--- src/rtl/bcd_display_driver.sv ---
// bcd_display_driver: latches BCD digits on each OUT strobe and drives three
// 7-segment displays. Leading zeros are blanked, out-of-range BCD codes show
// 'E', and values above 999 blink a row of dashes.
module bcd_display_driver #(
  parameter int BLINK_DIV      = 25000000,
  parameter bit ACTIVE_LOW_SEG = 1'b1
) (
  input  logic        clock,
  input  logic        reset,
  input  logic        out_en,
  input  logic [31:0] binario,
  input  logic [3:0]  unidade,
  input  logic [3:0]  dezena,
  input  logic [3:0]  centena,
  output logic [6:0]  seg_u,
  output logic [6:0]  seg_d,
  output logic [6:0]  seg_c,
  output logic        displaying,
  output logic        ack
);

  localparam int CW = $clog2(BLINK_DIV);
  localparam logic [CW-1:0] CNT_LAST = CW'(BLINK_DIV - 1);

  localparam logic [6:0] SEG_BLANK = 7'h00;
  localparam logic [6:0] SEG_DASH  = 7'h40;
  localparam logic [6:0] SEG_ERR   = 7'h79;
  localparam logic [6:0] POLARITY  = ACTIVE_LOW_SEG ? 7'h7F : 7'h00;

  // The overflow flag lives in the state itself: OVF means the captured
  // value was above 999, SHOW means it was not.
  typedef enum logic [1:0] {IDLE, SHOW, OVF} state_t;

  state_t        state;
  logic          out_q;
  logic          cap_q;
  logic [3:0]    hold_u;
  logic [3:0]    hold_d;
  logic [3:0]    hold_c;
  logic [CW-1:0] blink_cnt;
  logic          phase_hidden;
  logic          capture;
  logic [6:0]    next_u;
  logic [6:0]    next_d;
  logic [6:0]    next_c;

  function automatic logic [6:0] glyph(input logic [3:0] digit);
    case (digit)
      4'd0:    glyph = 7'h3F;
      4'd1:    glyph = 7'h06;
      4'd2:    glyph = 7'h5B;
      4'd3:    glyph = 7'h4F;
      4'd4:    glyph = 7'h66;
      4'd5:    glyph = 7'h6D;
      4'd6:    glyph = 7'h7D;
      4'd7:    glyph = 7'h07;
      4'd8:    glyph = 7'h7F;
      4'd9:    glyph = 7'h6F;
      default: glyph = SEG_ERR;
    endcase
  endfunction

  assign capture = out_en & ~out_q;

  // Active-high glyphs for the next output edge, derived from the held value.
  always_comb begin
    next_u = SEG_BLANK;
    next_d = SEG_BLANK;
    next_c = SEG_BLANK;
    case (state)
      SHOW: begin
        next_u = glyph(hold_u);
        if (hold_c != 4'd0) begin
          next_c = glyph(hold_c);
        end
        if ((hold_c != 4'd0) || (hold_d != 4'd0)) begin
          next_d = glyph(hold_d);
        end
      end
      OVF: begin
        if (!phase_hidden) begin
          next_u = SEG_DASH;
          next_d = SEG_DASH;
          next_c = SEG_DASH;
        end
      end
      default: begin
        next_u = SEG_BLANK;
      end
    endcase
  end

  // Strobe edge detect, capture, blink timing and the registered outputs.
  always_ff @(posedge clock or negedge reset) begin
    if (!reset) begin
      state        <= IDLE;
      out_q        <= 1'b0;
      cap_q        <= 1'b0;
      hold_u       <= 4'd0;
      hold_d       <= 4'd0;
      hold_c       <= 4'd0;
      blink_cnt    <= '0;
      phase_hidden <= 1'b0;
      seg_u        <= POLARITY;
      seg_d        <= POLARITY;
      seg_c        <= POLARITY;
      displaying   <= 1'b0;
      ack          <= 1'b0;
    end else begin
      out_q      <= out_en;
      cap_q      <= capture;
      ack        <= cap_q;
      displaying <= (state != IDLE);
      seg_u      <= next_u ^ POLARITY;
      seg_d      <= next_d ^ POLARITY;
      seg_c      <= next_c ^ POLARITY;
      if (capture) begin
        hold_u       <= unidade;
        hold_d       <= dezena;
        hold_c       <= centena;
        state        <= (binario > 32'd999) ? OVF : SHOW;
        blink_cnt    <= '0;
        phase_hidden <= 1'b0;
      end else if (state == OVF) begin
        if (blink_cnt == CNT_LAST) begin
          blink_cnt    <= '0;
          phase_hidden <= ~phase_hidden;
        end else begin
          blink_cnt <= blink_cnt + CW'(1);
        end
      end
    end
  end

endmodule

--- config.mk ---
export PLATFORM = sky130hd
export DESIGN_NAME = bcd_display_driver
export DESIGN_NICKNAME = d
export VERILOG_FILES = /design/src/rtl/bcd_display_driver.sv
export SDC_FILE = /design/constraint.sdc
export NUM_CORES = 1
export LEC_CHECK = 0
export CORE_AREA = 2 2 96 98
export CTS_BUF_LIST = sky130_fd_sc_hd__clkbuf_4 sky130_fd_sc_hd__clkbuf_8
export DETAILED_ROUTE_END_ITERATION = 10
export DIE_AREA = 0 0 98 100
export PLACE_DENSITY_LB_ADDON = 0.08
export SLEW_MARGIN = 15
export SYNTH_ARGS = -nofsm -noshare
export SYNTH_HDL_FRONTEND = slang
export SYNTH_SLANG_ARGS = --single-unit
export TNS_END_PERCENT = 50
--- constraint.sdc ---
create_clock -name clock -period 3.3 [get_ports clock]
set_input_delay 0.825 -clock clock [delete_from_list [all_inputs] [get_ports clock]]
set_output_delay 0.825 -clock clock [all_outputs]
set_load 0.01 [all_outputs]
==> flow_metrics.env <==
export IMPL_status="finished, final reports clean"
export IMPL_critPathBufInv=1
export IMPL_crit_path_start_kind="register"
export IMPL_setup_violations_final=0
export IMPL_crit_path_max_fanout=1
export IMPL_multi_input_area_um2=1620
export IMPL_ctsHoldBuffers=0
export IMPL_worstReg2RegStart="blink_cnt[0]"
export IMPL_rows=35
export IMPL_rsz0062_at_grt="no"
export IMPL_cp_startpoint="seg_u[3]"
export IMPL_io_buffers=66
export IMPL_grt_pass1_wl_mm=13.1
export IMPL_cts_resized=0
export IMPL_gp_congestion=0.857
export IMPL_nets=503
export IMPL_fin_crit_sh=0.673
export IMPL_synth_top_family_by_area="simple AND/OR/NAND/NOR gates"
export IMPL_irDropWorstVdd_mv=0.201
export IMPL_cts_setup_buffers=0
export IMPL_grt_start_max_net_pins=35
export IMPL_avgRoutedWirePerCell_um=13.8
export IMPL_synth_compound_area_frac=0.124
export IMPL_leakagePower_uw=0.00179
export IMPL_synthTopCellsByArea="dfrtp_1 (32%), dfstp_2 (16%), ha_1 (7.0%)"
export IMPL_finalSetupTns_ns=0
export IMPL_drv_slew=0
export IMPL_chipHeight_um=100
export IMPL_dp_hpwl_mm=5.49
export IMPL_cts_buffer_depth=2
export IMPL_seq_area_frac_synth=0.485
export IMPL_drive_gt1_frac=0.115
export IMPL_syn_avg_cell_area_um2=9.13
export IMPL_fin_crit_ns=2.22
export IMPL_globalRouteMet3Util=0.0320
export IMPL_clkLatencyLatePin_ns=0.35
export IMPL_fp_coreArea_um2=8890
export IMPL_antenna_found_initial=0
export IMPL_maxCapViolCount=0
export IMPL_met2_usage=0.280
export IMPL_vias=2787
export IMPL_clk_pin_slew_worst_paths_ns=0.08
export IMPL_synth_adder_area_share=0.0698
export IMPL_synth_most_common_cell="nand2_1"
export IMPL_cts_buffers=9
export IMPL_start_util=0.383
export IMPL_drt_initial_drc_count=121
export IMPL_netlist_area_leader_share=0.323
export IMPL_synth_cell_types=42
export IMPL_slowest_delay_ns=0.52
export IMPL_track_usage=0.169
export IMPL_viasPerCell=5.04
export IMPL_min_path_cells=0
export IMPL_hp_class="reg -> reg"
export IMPL_worst_pin_slew_ns=0.775
export IMPL_power_total_uw=1800
export IMPL_io_pins=70
export IMPL_synth_mux_area_frac=0.0265
export IMPL_syn_area_um2=3400
export IMPL_synthXorXnorAreaFrac=0.0129
export IMPL_ys_warn_count=0
export IMPL_reg2reg_setup_slack_ns=1.17
export IMPL_syn_to_final_growth_pct=28.3
export IMPL_grt_pass1_vias=2633
export IMPL_path_cells="clkdlybuf4s50_1"
export IMPL_ys_flop_type="dfrtp_1"
export IMPL_nFillCells=854
export IMPL_hold_violations=0
export IMPL_h_tree_depth=3
export IMPL_synth_edf_count=0
export IMPL_crit_path_end="seg_u[3]"
export IMPL_die_w_um=98
export IMPL_critPathRequiredTime_ns=2.47
export IMPL_die_area_um2=9800
export IMPL_tritoncts_num_sinks=65
export IMPL_skew_ns=0.00899
export IMPL_critPathKind="reg -> out"
export IMPL_use_met1=0.217
export IMPL_fmax_mhz=450
export IMPL_rr_endpoint="blink_cnt[24]"
export IMPL_grt_ovfl_total=0
export IMPL_slowest_stage="dfstp_2"
export IMPL_arrival_ns=1.40
export IMPL_synth_common_cells="nand2_1 (48), dfrtp_1 (44), o21ai_0 (44)"
export IMPL_syn_nets=439
export IMPL_p_per_area_nw_per_um2=413
export IMPL_r2r_cells=6
export IMPL_n_antenna_cell=0
export IMPL_drc=0
export IMPL_path_delay_family="flip-flops"
export IMPL_ant_nets=0
export IMPL_busiest_layer="met2"
export IMPL_setup_worst_path_end_class="primary output"
export IMPL_synth_top_cell_by_area="dfrtp_1"
export IMPL_cts_root_buf="clkbuf_8"
export IMPL_yosys_area_share_simple=0.241
export IMPL_dr_pass1_iters=4
export IMPL_regArea_um2=1650
export IMPL_syn_inst=373
export IMPL_synth_seq_cells=65
export IMPL_cts_tree="built"
export IMPL_async_flop_share=1.00
export IMPL_worst_path_stages=1
export IMPL_wl_mm=7.65
export IMPL_slew_headroom=0.484
## power breakdown
group	total (µW)	switching (µW)	internal, µW
registers	888	52.9	836
logic	232	115	117
clock network	682	334	348
total	1800	502	1300
## registers in the layout (all words and copies together) (netlist names)
signal        flops
phase_hidden      1
ack               1
hold_c            4
hold_u            4
out_q             1
seg_c             7
displaying        1
state             2
hold_d            4
seg_d             7
cap_q             1
seg_u             7
blink_cnt        25
## worst min path at each step
stage / slack, ns / end / startpoint
after floorplan: 0.33 / ack / cap_q
after global placement: 0.33 / ack / cap_q
after detailed placement: 0.34 / ack / cap_q
after CTS: 0.35 / ack / cap_q
after global routing: 0.37 / ack / cap_q
final: 0.34 / ack / cap_q
## cell type report
type / instances / share of cell area
Clock buffer: 9 / 0.0284
Clock inverter: 7 / 0.0160
Inverter: 16 / 0.0137
Multi-Input combinational cell: 272 / 0.370
Sequential cell: 65 / 0.378
Tap cell: 111 / 0.0318
Timing Repair Buffer: 73 / 0.162
## metrics by stage
| step | hold slack (ns) | setup slack [ns] | std cells | util | cell area [µm²] |
|---|---|---|---|---|---|
| after floorplan | 0.331 | 1.44 | 373 | - | 3400 |
| after global placement | 0.334 | 0.798 | 537 | 0.470 | 4180 |
| after detailed placement | 0.343 | 0.735 | 537 | 0.470 | 4180 |
| after CTS | 0.354 | 1.06 | 553 | 0.491 | 4370 |
| after global routing | 0.368 | 0.893 | 553 | 0.491 | 4370 |
| final | 0.344 | 1.08 | 553 | 0.491 | 4370 |
## logic make-up (layout without fill, tap and decap cells)
kind of cell    after synthesis  count (layout)
buf+inv                      36             105
simple gates                162             162
flops                        65              65
xor+xnor                      5               5
fa+ha+maj                    19              19
mux                           9               9
compound gates               77              77
## placed cells by master (no fill, tap or decap), drive strengths merged, types with 2 or more instances in the layout
cell type / netlist / layout
clkdlybuf4s50: 0 / 65
nand2: 48 / 48
o21ai: 44 / 44
dfrtp: 44 / 44
nor2: 31 / 31
dfstp: 21 / 21
a21oi: 19 / 19
ha: 19 / 19
nand3: 16 / 16
inv: 15 / 16
nor3: 12 / 12
nand4: 11 / 11
nor4: 9 / 9
mux2i: 9 / 9
clkbuf: 20 / 9
buf: 0 / 8
nor2b: 5 / 5
and2: 5 / 5
and3: 5 / 5
or4: 5 / 5
clkinv: 1 / 5
and4: 5 / 5
xnor2: 4 / 4
nand2b: 3 / 3
nor4b: 3 / 3
o211ai: 3 / 3
a31oi: 3 / 3
or3: 2 / 2
## routing by layer
layer,part of all wire,vias to the layer above,wire length (µm)
met1,0.47,1299,3570
met2,0.48,42,3670
met5,0,-,0
met3,0.031,11,236
met4,0.022,0,165
li1,-,1435,-
(Power assumes the default switching activity.)
